`src/rtl/fetch_hazard_ctrl.sv`:
```
// ============================================================================
// fetch_hazard_ctrl
// ----------------------------------------------------------------------------
// Front-end hazard controller for the 5-stage core. Each cycle it turns the
// redirect sources (EX branch/JALR, ID JAL), the load-use interlock and an
// external freeze into PC / IF-ID / ID-EX control strobes. The IROM has a
// 1-cycle read latency, so every redirect kills two fetch slots: the slot
// fetched in the redirect cycle, and the stale IROM word in the next cycle
// (FLUSH state).
//
// Ports:
//   clk, rst_n            core clock, asynchronous active-low reset
//   id_rs1_i, id_rs2_i    source registers of the ID instruction
//   id_use_rs1_i/_rs2_i   ID instruction really reads rs1 / rs2
//   ex_rd_i               destination register of the EX instruction
//   ex_mem_read_i         EX instruction is a load
//   ex_redirect_i         EX resolved a taken branch / JALR
//   ex_target_i           EX redirect target
//   id_jal_i              ID holds a JAL
//   id_jal_target_i       JAL target
//   ext_stall_i           freeze the whole front end
//   pc_we_o               PC register load enable
//   pc_sel_o              next PC: 0 = sequential, 1 = redirect_pc_o
//   redirect_pc_o         redirect address
//   if_id_we_o            IF/ID write enable
//   if_id_flush_o         IF/ID loads a bubble
//   id_ex_flush_o         ID/EX loads a bubble
//
// Optional feature (macro FETCH_HAZARD_PERF_EN):
//   stall_cycles_o        saturating count of cycles with pc_we_o = 0
//   flush_cycles_o        saturating count of cycles with if_id_flush_o = 1
// ============================================================================
module fetch_hazard_ctrl (
    input  logic        clk,
    input  logic        rst_n,
    input  logic [4:0]  id_rs1_i,
    input  logic [4:0]  id_rs2_i,
    input  logic        id_use_rs1_i,
    input  logic        id_use_rs2_i,
    input  logic [4:0]  ex_rd_i,
    input  logic        ex_mem_read_i,
    input  logic        ex_redirect_i,
    input  logic [31:0] ex_target_i,
    input  logic        id_jal_i,
    input  logic [31:0] id_jal_target_i,
    input  logic        ext_stall_i,
    output logic        pc_we_o,
    output logic [1:0]  pc_sel_o,
    output logic [31:0] redirect_pc_o,
    output logic        if_id_we_o,
    output logic        if_id_flush_o,
    output logic        id_ex_flush_o
`ifdef FETCH_HAZARD_PERF_EN
    ,
    output logic [31:0] stall_cycles_o,
    output logic [31:0] flush_cycles_o
`endif
);

    typedef enum logic [1:0] {
        RUN   = 2'd0,
        FLUSH = 2'd1,
        HOLD  = 2'd2
    } state_e;

    state_e      state_q, state_d;
    logic        pend_v_q, pend_v_d;
    logic [31:0] pend_pc_q, pend_pc_d;
    logic        load_use;

    // x0 is never a real producer, so a load to x0 must not interlock.
    assign load_use = ex_mem_read_i && (ex_rd_i != 5'd0) &&
                      ((id_use_rs1_i && (id_rs1_i == ex_rd_i)) ||
                       (id_use_rs2_i && (id_rs2_i == ex_rd_i)));

    // Per-cycle arbitration. Priority: freeze > pending redirect > EX
    // redirect > (FLUSH kill slot) > load-use > JAL > sequential.
    // In FLUSH the ID slot holds a bubble, so load-use and JAL are ignored
    // there; only a fresh EX redirect can override the kill slot.
    // A redirect arriving while frozen is parked in pend_* and replayed on
    // the first unfrozen cycle; the earliest one is kept since anything
    // after it is wrong-path.
    always_comb begin
        state_d       = state_q;
        pend_v_d      = pend_v_q;
        pend_pc_d     = pend_pc_q;
        pc_we_o       = 1'b1;
        pc_sel_o      = 2'd0;
        redirect_pc_o = 32'd0;
        if_id_we_o    = 1'b1;
        if_id_flush_o = 1'b0;
        id_ex_flush_o = 1'b0;

        if (ext_stall_i) begin
            pc_we_o    = 1'b0;
            if_id_we_o = 1'b0;
            if (ex_redirect_i && !pend_v_q) begin
                pend_v_d  = 1'b1;
                pend_pc_d = ex_target_i;
            end
            state_d = HOLD;
        end else if (pend_v_q) begin
            pc_sel_o      = 2'd1;
            redirect_pc_o = pend_pc_q;
            if_id_flush_o = 1'b1;
            id_ex_flush_o = 1'b1;
            pend_v_d      = 1'b0;
            state_d       = FLUSH;
        end else if (ex_redirect_i) begin
            pc_sel_o      = 2'd1;
            redirect_pc_o = ex_target_i;
            if_id_flush_o = 1'b1;
            id_ex_flush_o = 1'b1;
            state_d       = FLUSH;
        end else if (state_q == FLUSH) begin
            if_id_flush_o = 1'b1;
            state_d       = RUN;
        end else if (load_use) begin
            pc_we_o       = 1'b0;
            if_id_we_o    = 1'b0;
            id_ex_flush_o = 1'b1;
            state_d       = RUN;
        end else if (id_jal_i) begin
            pc_sel_o      = 2'd1;
            redirect_pc_o = id_jal_target_i;
            if_id_flush_o = 1'b1;
            state_d       = FLUSH;
        end else begin
            state_d = RUN;
        end

        // Hold the pipeline registers in a safe bubble state during reset.
        if (!rst_n) begin
            pc_we_o       = 1'b0;
            pc_sel_o      = 2'd0;
            redirect_pc_o = 32'd0;
            if_id_we_o    = 1'b0;
            if_id_flush_o = 1'b1;
            id_ex_flush_o = 1'b1;
        end
    end

    always_ff @(posedge clk or negedge rst_n) begin
        if (!rst_n) begin
            state_q   <= RUN;
            pend_v_q  <= 1'b0;
            pend_pc_q <= 32'd0;
        end else begin
            state_q   <= state_d;
            pend_v_q  <= pend_v_d;
            pend_pc_q <= pend_pc_d;
        end
    end

`ifdef FETCH_HAZARD_PERF_EN
    logic [31:0] stall_cnt_q, flush_cnt_q;

    // Saturating counters; the async reset keeps them at 0 during reset,
    // so only cycles outside reset are counted.
    always_ff @(posedge clk or negedge rst_n) begin
        if (!rst_n) begin
            stall_cnt_q <= 32'd0;
            flush_cnt_q <= 32'd0;
        end else begin
            if (!pc_we_o && (stall_cnt_q != 32'hFFFF_FFFF)) begin
                stall_cnt_q <= stall_cnt_q + 32'd1;
            end
            if (if_id_flush_o && (flush_cnt_q != 32'hFFFF_FFFF)) begin
                flush_cnt_q <= flush_cnt_q + 32'd1;
            end
        end
    end

    assign stall_cycles_o = stall_cnt_q;
    assign flush_cycles_o = flush_cnt_q;
`endif

endmodule
```
`config.mk`:
```
export PLATFORM = sky130hd
export DESIGN_NAME = fetch_hazard_ctrl
export DESIGN_NICKNAME = d
export VERILOG_FILES = /design/src/rtl/fetch_hazard_ctrl.sv
export SDC_FILE = /design/constraint.sdc
export NUM_CORES = 1
export LEC_CHECK = 0
export BUFFER_PORTS_ARGS = -buffer_cell sky130_fd_sc_hd__buf_2
export CAP_MARGIN = 20
export CORE_ASPECT_RATIO = 1.1
export CORE_MARGIN = 10
export CORE_UTILIZATION = 30
export CTS_CLUSTER_DIAMETER = 150
export CTS_CLUSTER_SIZE = 8
export DETAILED_ROUTE_END_ITERATION = 7
export SYNTH_ARGS = -nofsm -noshare
export SYNTH_HDL_FRONTEND = slang
export SYNTH_SLANG_ARGS = --single-unit
export TNS_END_PERCENT = 5
```
`constraint.sdc`:
```
create_clock -name clk -period 3.8 [get_ports clk]
set_input_delay 0.19 -clock clk [delete_from_list [all_inputs] [get_ports clk]]
set_output_delay 0.19 -clock clk [all_outputs]
set_load 0.03 [all_outputs]
```
==> flow_summary.toml, run 1 <==
[route]
drt-pass1-iter-count = 4
via_per_inst = 5.36
antenna_left = 0
wire_per_inst_um = 16.7
drc_errors = 0
first_iter_violations = 141
vias = 2968
wirelength_um = 9250

[floorplan]
ios = 125
die_height_um = 123
fp.dieW_um = 114
core-area_mm2 = 0.00940
fp.dieArea_mm2 = 0.0140
row_count = 37
initial_core_util = 0.308

[setup_path]
rr_endpoint = "pend_pc_q[28]$_DFFE_PN0P_"
worstPathMaxFanout = 18
reg2reg_setup_slack_ns = 1.41
path_delay_family = "compound AO/OA/AOI/OAI gates"
rr_startpoint = "pend_v_q$_DFFE_PN0P_"
reg2reg_depth = 3
crit_start = "ex_rd_i[1]"
arrival_ns = 2.36
crit_type = "in2out"
cpMostUsedCell = "buf_2"
cp_slowest_cell = "o21ai_2"
cp-end-kind = "output pin"
path_cells = "buf_2 > or4_1 > o21ai_2 > buf_4 > a41oi_1 > o21ai_1 > buf_2"
cp.required_ns = 3.61
start_kind = "input pin"
path_buf_inv = 3
cp_slowest_stage_delay_ns = 0.63

[global_route]
grtUsageTotal = 0.127
grt_overflow = 0
grt_pass1_wl_um = 14800
first_global_vias = 2962
grt_antenna_before_repair = 0
grt_max_degree = 69

[timing]
rsz0062_at_grt = "no"
fin_ws_ns = 1.25
timing.setup.tns_ns = 0
hold_slack_ns = 0.0220
max_freq_mhz = 393
finalSetupViolCount = 0
relSlewSlack = 0.345
finalHoldViolCount = 0
finalCritPeriodShare = 0.670
skew_ns = 0.0119
fin_crit_ns = 2.55
max_slew.worst_pin.slew_ns = 0.983
slew_violations = 0

[clock_tree]
clkSinkCount = 35
htreeDepth = 2
post-cts-setup-buffers = 0
clkTransAtPathRegs_ns = 0.07
cts_root_buf = "clkbuf_8"
tritoncts = "yes"
insertion_delay_ns = 0.28
clk_path_buf_depth = 2
numCtsBuffers = 5
cts-resized-gates = 0
cts_hold_buf = 0

[place]
place_ws_ns = 1.23
portBuffers = 123
place_area_mm2 = 0.00348
dp.final_hpwl_um = 6610
gp_congestion = 0.785

[synthesis]
ys_seq_area_frac = 0.302
synth_common_cells = "35 x dfrtp_1, 34 x nand2_1, 33 x a21oi_1, 33 x a41oi_1, 33 x nand3b_1"
synth.avg_cell_area_um2 = 8.52
netlist_instances = 340
synthTopCellsByArea = "dfrtp_1 30%, mux2_2 12%, a41oi_1 10%"
synth-edff-count = 0
syn_nets = 427
synthesis.area_mm2 = 0.00290
synth.most_common_cell = "dfrtp_1"
synth_top_area_share = 0.302
synth_flop_cell = "dfrtp_1"
async_reset_ff_frac = 1.00
ys_warn_count = 0
ys_types = 35
synth_top_area_cell = "dfrtp_1"
synth_seq_cells = 35

[status]
status = "finished clean"

[layout]
area_growth_pct = 24.7
finalNetCount = 524
postLayoutCellArea_mm2 = 0.00361
drive_gt1_frac = 0.400
diodes = 0

[min_path]
hold_class = "in2async"

[job]
drv_cap = 0

[pwr]
ir_drop_uv = 130
powerDensity_mw_per_mm2 = 321
p_leak_nw = 1.50
[worst max-delay path by stage]
stage                  endpoint  slack (ns)  cells after the start
6_report       redirect_pc_o[8]        1.25                      7
5_1_grt        redirect_pc_o[4]        1.05                      7
4_1_cts        redirect_pc_o[8]        1.23                      7
3_5_place_dp   redirect_pc_o[8]        1.23                      7
3_3_place_gp   redirect_pc_o[8]        1.31                      7
2_1_floorplan           pc_we_o        1.76                      4
[where the power goes]
group / internal [W] / switching (W)
logic: 0.000159 / 0.000197
registers: 0.000439 / 0.0000407
clock network: 0.000192 / 0.000132
[sequential cells by signal, indices dropped and copies added (netlist names)]
name and count:
pend_v_q 1, pend_pc_q 32, state_q 2
[layer usage]
| layer | vias to the layer above | GRT usage | part of all wire |
|---|---|---|---|
| met5 | - | 0 | 0 |
| li1 | 1465 | - | - |
| met2 | 80 | 0.223 | 0.50 |
| met1 | 1417 | 0.148 | 0.43 |
| met3 | 6 | 0.0388 | 0.063 |
| met4 | 0 | 0.0254 | 0.0061 |
[worst reg2reg max path, cell delays in order (launching register included)]
cell	delay (ns)
dfrtp_2	0.99
nand3b_1	0.50
buf_4	0.40
mux2_2	0.39
[area by class of cell]
cell class              instances  area [um^2]
flip-flops and latches         35          877
clock buffers                   6         72.6
well taps                     117          146
fillers                      1017         5780
inverters                       1         3.75
multi-input cells             264         1800
clock inverters                 1         30.0
repair buffers                130          688
[cell families after synthesis]
logic type / share of synthesized area
other cells: 0.00129
flops: 0.302
simple gates: 0.222
compound gates: 0.239
xor+xnor: 0.0302
mux: 0.124
buf+inv: 0.0807
[placed cells by master (no fill, tap or decap), drive strengths merged, types with 2 or more instances in the layout]
cell type / n
nor2: 3
a31o: 2
nand2b: 2
a41oi: 33
buf: 130
o21ai: 34
mux2: 32
xnor2: 10
nor3: 2
clkbuf: 6
dfrtp: 35
nor2b: 2
nand4: 2
nand3: 32
a21oi: 33
nand3b: 33
nand2: 34
[stage by stage]
stage                util  total power, W  instances
floorplan               -        0.000724        340
global placement    0.371        0.000835        546
detailed placement  0.371        0.000845        546
CTS                 0.382         0.00117        553
global route        0.385         0.00123        554
finish              0.385         0.00116        554
Note: power is estimated with default switching activity, not from simulation.
==> run 2: changes to the inputs <==
Clock period 3.8 ns to 2.7 ns, I/O delays scaled along.
==> run 2 against run 1 <==
Against the previous run: sequential share of layout area fell by 0.13 points; critical path depth fell by 2; flip-flop and latch count did not move; die area did not move; register-to-register slack got worse by 0.45 ns; largest power group unchanged.
==> flow_summary.toml, run 2 (synthesis results as in run 1) <==
[layout]
diodes = 0
final_common_cell = "buf_2"
finalNetCount = 530
reg_top3 = "pend_pc_q: 32 flops, state_q: 2 flops, pend_v_q: 1 flops"
postLayoutCellArea_mm2 = 0.00363
area_growth_pct = 25.4
drive_gt1_frac = 0.408
largest-register = "pend_pc_q"
final_cell_mix = "123 x buf_2, 34 x nand2_1, 34 x dfrtp_1"
largest_reg_flops = 32

[floorplan]
ios = 125
fp.dieW_um = 114
fp.dieArea_mm2 = 0.0140
row_count = 37
core-area_mm2 = 0.00940
die_height_um = 123
initial_core_util = 0.308

[setup_path]
crit_start = "pend_v_q$_DFFE_PN0P_"
path_delay_family = "flip-flops"
cp-end-kind = "output pin"
path_buf_inv = 2
rr_startpoint = "pend_v_q$_DFFE_PN0P_"
cp_slowest_cell = "dfrtp_2"
reg2reg_setup_slack_ns = 0.96
arrival_ns = 2.16
path_depth = 5
rr_endpoint = "pend_pc_q[2]$_DFFE_PN0P_"
crit_end = "redirect_pc_o[18]"
worstPathMaxFanout = 38
cp_slowest_stage_delay_ns = 0.64
cp.required_ns = 2.57
reg2reg_depth = 3
path_cells = "nor4_4 > buf_4 > a41oi_1 > o21ai_1 > buf_2"
start_kind = "register"
crit_type = "reg2out"

[route]
drt-pass1-iter-count = 4
first_iter_violations = 154
wire_per_inst_um = 16.5
via_per_inst = 5.35
antenna_left = 0
wirelength_um = 9270
drc_errors = 0
vias = 3004

[pwr]
ir_drop_uv = 167
p_leak_nw = 1.52
powerDensity_mw_per_mm2 = 437

[timing]
rsz0062_at_grt = "no"
timing.setup.tns_ns = 0
fin_crit_ns = 2.29
finalHoldViolCount = 0
skew_ns = 0.00635
finalSetupViolCount = 0
finalCritPeriodShare = 0.850
slew_violations = 0
max_slew.worst_pin.slew_ns = 0.726
max_freq_mhz = 436
relSlewSlack = 0.516

[global_route]
first_global_vias = 3038
grtUsageTotal = 0.129
grt_pass1_wl_um = 15100
grt_max_degree = 40
grt_overflow = 0
grt_antenna_before_repair = 0

[place]
place_area_mm2 = 0.00353
dp.final_hpwl_um = 6990
portBuffers = 123
gp_congestion = 0.760

[clock_tree]
clkSinkCount = 35
cts_root_buf = "clkbuf_8"
clkTransAtPathRegs_ns = 0.07
tritoncts = "yes"
insertion_delay_ns = 0.29
clk_path_buf_depth = 2
htreeDepth = 2
numCtsBuffers = 5

[min_path]
hold_class = "in2reg"

[status]
status = "finished clean"

[job]
drv_cap = 0
## run 2: cell count changes in the layout (fill, tap and decap cells not counted)
| cell | delta |
|---|---|
| bufinv_16 | -1 |
| clkinv_4 | +1 |
| clkbuf_8 | +1 |
| buf_4 | +6 |
| dlygate4sd3_1 | +1 |
| buf_16 | -1 |
## run 2: worst min-delay path by stage
stage               depth (start not counted)                        end   startpoint
floorplan                                   0   pend_pc_q[0]$_DFFE_PN0P_        rst_n
global placement                            2  pend_pc_q[30]$_DFFE_PN0P_        rst_n
detailed placement                          2   pend_pc_q[2]$_DFFE_PN0P_        rst_n
CTS                                         1       state_q[1]$_DFF_PN0_  ext_stall_i
global route                                1       state_q[1]$_DFF_PN0_  ext_stall_i
finish                                      1       state_q[1]$_DFF_PN0_  ext_stall_i
## run 2: final cells by class
type	count	area, um^2
inverter	1	3.75
tap	117	146
timing repair buffer	136	716
fill	972	5760
clock inverter	1	8.76
clock buffer	7	86.3
multi-input combinational	264	1800
sequential	35	877
## run 2: stage by stage
| stage | worst slack (ns) | total power [W] | hold slack [ns] | std cells | util |
|---|---|---|---|---|---|
| floorplan | 0.768 | 0.00102 | -0.161 | 340 | - |
| global placement | 0.775 | 0.00118 | 0.302 | 552 | 0.375 |
| detailed placement | 0.736 | 0.00120 | 0.303 | 552 | 0.375 |
| CTS | 0.404 | 0.00161 | 0.0471 | 561 | 0.387 |
| global route | 0.201 | 0.00170 | 0.0494 | 561 | 0.387 |
| finish | 0.405 | 0.00159 | 0.0576 | 561 | 0.387 |
## run 2: routing by layer
| layer | part of all wire | track usage | up-vias |
|---|---|---|---|
| met5 | 0 | 0 | - |
| met4 | 0.0073 | 0.0278 | 0 |
| met3 | 0.074 | 0.0426 | 5 |
| met2 | 0.50 | 0.226 | 78 |
| met1 | 0.42 | 0.149 | 1435 |
| li1 | - | - | 1486 |
## run 2: where the power goes
| part | internal (W) | switching, W |
|---|---|---|
| clock | 0.000209 | 0.000196 |
| combinational | 0.000227 | 0.000286 |
| sequential | 0.000618 | 0.0000522 |
## run 2: worst reg2reg max path, delay by kind of cell, from the launching register on
kind          cells  cell delay [ns]
flops             1             0.76
simple gates      1             0.21
mux               1             0.37
buf+inv           1             0.28
## run 2: timing repair
action	in CTS	in global routing
hold endpoints to repair	35	0
resized for setup	0	0
hold buffers	1	0
setup buffers	0	0
==> run 3: changes to the inputs <==
Clock period 2.7 ns to 2 ns, I/O delays scaled along.
==> run 3 against run 2 <==
Against the previous run: core utilization is 0.75 points higher; largest power group unchanged; critical path type is now in2out; clock skew is 0.0041 ns higher; combinational power is 40% higher; total power is 33% higher.
==> flow_summary.toml, run 3 (synthesis results as in run 1) <==
[place]
portBuffers = 123
gp_congestion = 0.733
place_area_mm2 = 0.00358
dp.cells = 556
dp.final_hpwl_um = 7010

[timing]
fin_crit_ns = 1.90
max_freq_mhz = 526
finalSetupViolCount = 0
slew_violations = 0
skew_ns = 0.0105
finalHoldViolCount = 0
hold_slack_ns = 0.0373
finalCritPeriodShare = 0.951

[pwr]
powerDensity_mw_per_mm2 = 572
p_leak_nw = 1.55
ir_drop_uv = 225

[layout]
layout.cells.non_filler = 566
n_fill_cell = 985
drive_gt1_frac = 0.416
reg_top3 = "pend_pc_q: 32 flops, state_q: 2 flops, pend_v_q: 1 flops"
postLayoutCellArea_mm2 = 0.00370
diodes = 0
largest-register = "pend_pc_q"
final_common_cell = "buf_2"
area_growth_pct = 27.8
largest_reg_flops = 32
finalNetCount = 535
final_cell_mix = "122 x buf_2, 34 x nand2_1, 34 x dfrtp_1"

[clock_tree]
clkSinkCount = 35
clk_path_buf_depth = 2
clkTransAtPathRegs_ns = 0.07
htreeDepth = 2
numCtsBuffers = 5
insertion_delay_ns = 0.29
cts_root_buf = "clkbuf_8"
tritoncts = "yes"

[setup_path]
reg2reg_depth = 4
crit_type = "in2out"
start_kind = "input pin"
reg2reg_setup_slack_ns = 0.34
worstPathMaxFanout = 21
cp.required_ns = 1.90
cp-end-kind = "output pin"
arrival_ns = 1.80

[route]
drc_errors = 0
via_per_inst = 5.31
vias = 3007
drt-pass1-iter-count = 4
first_iter_violations = 203
wire_per_inst_um = 16.5
antenna_left = 0
wirelength_um = 9320

[global_route]
grt_max_degree = 38
grt_antenna_before_repair = 0
grt_pass1_wl_um = 15200
grt_overflow = 0
grtUsageTotal = 0.128
first_global_vias = 3110

[floorplan]
core-area_mm2 = 0.00940
die_height_um = 123
fp.dieW_um = 114
fp.dieArea_mm2 = 0.0140
initial_core_util = 0.308
ios = 125
row_count = 37

[status]
status = "finished clean"

[min_path]
hold_class = "in2reg"
hold_path_depth = 1

[job]
drv_cap = 0
## run 3: worst paths after layout
path,startpoint,to
worst max-delay path,rst_n,if_id_flush_o
worst min-delay path,ext_stall_i,state_q[1]$_DFF_PN0_
worst max register to register,pend_v_q$_DFFE_PN0P_,pend_pc_q[13]$_DFFE_PN0P_
worst min register to register,pend_pc_q[17]$_DFFE_PN0P_,pend_pc_q[17]$_DFFE_PN0P_
max in group asynchronous,rst_n,pend_pc_q[13]$_DFFE_PN0P_
min in group asynchronous,rst_n,pend_pc_q[26]$_DFFE_PN0P_
## run 3: power breakdown
part,switching (W),total [W],internal (W)
Sequential,0.0000586,0.000893,0.000835
Clock,0.000260,0.000504,0.000243
Combinational,0.000400,0.000721,0.000321
Total,0.000719,0.00212,0.00140
## run 3: stage by stage
step	total power, W	TNS (ns)	setup slack, ns	util
after floorplan	0.00138	0	0.138	-
after global placement	0.00160	0	0.228	0.381
after detailed placement	0.00163	0	0.187	0.381
after CTS	0.00215	0	0.00337	0.392
after global routing	0.00226	-0.00658	-0.00658	0.394
final	0.00212	0	0.0972	0.394
## run 3: cell type report
cell class                      count  area [um^2]  share of cell area
Clock buffer                        6         72.6              0.0196
Timing Repair Buffer              141          788               0.213
Multi-Input combinational cell    264         1800               0.487
Sequential cell                    35          877               0.237
Inverter                            1         3.75             0.00101
Clock inverter                      2         12.5             0.00338
Tap cell                          117          146              0.0395
## run 3: critical path, stage by stage
cell	delay [ns]
buf_2	0.13
dlygate4sd3_1	0.60
buf_6	0.19
and2_1	0.15
a31o_2	0.20
a41oi_1	0.19
clkbuf_4	0.23
## run 3: routing by layer
layer	track usage	wire, um	vias up
met3	0.0422	701	5
met4	0.0278	65	0
met1	0.147	3850	1436
met2	0.226	4700	79
li1	-	-	1487
met5	0	0	-
## run 3: what timing repair did
| item | 4_1_cts | 5_1_grt |
|---|---|---|
| endpoints found under the setup margin | 8 | 33 |
| pin swaps | 0 | 1 |
| resized for setup | 1 | 4 |
| hold buffers | 1 | 0 |
| endpoints found under the hold margin | 35 | 0 |
| setup buffers | 0 | 1 |
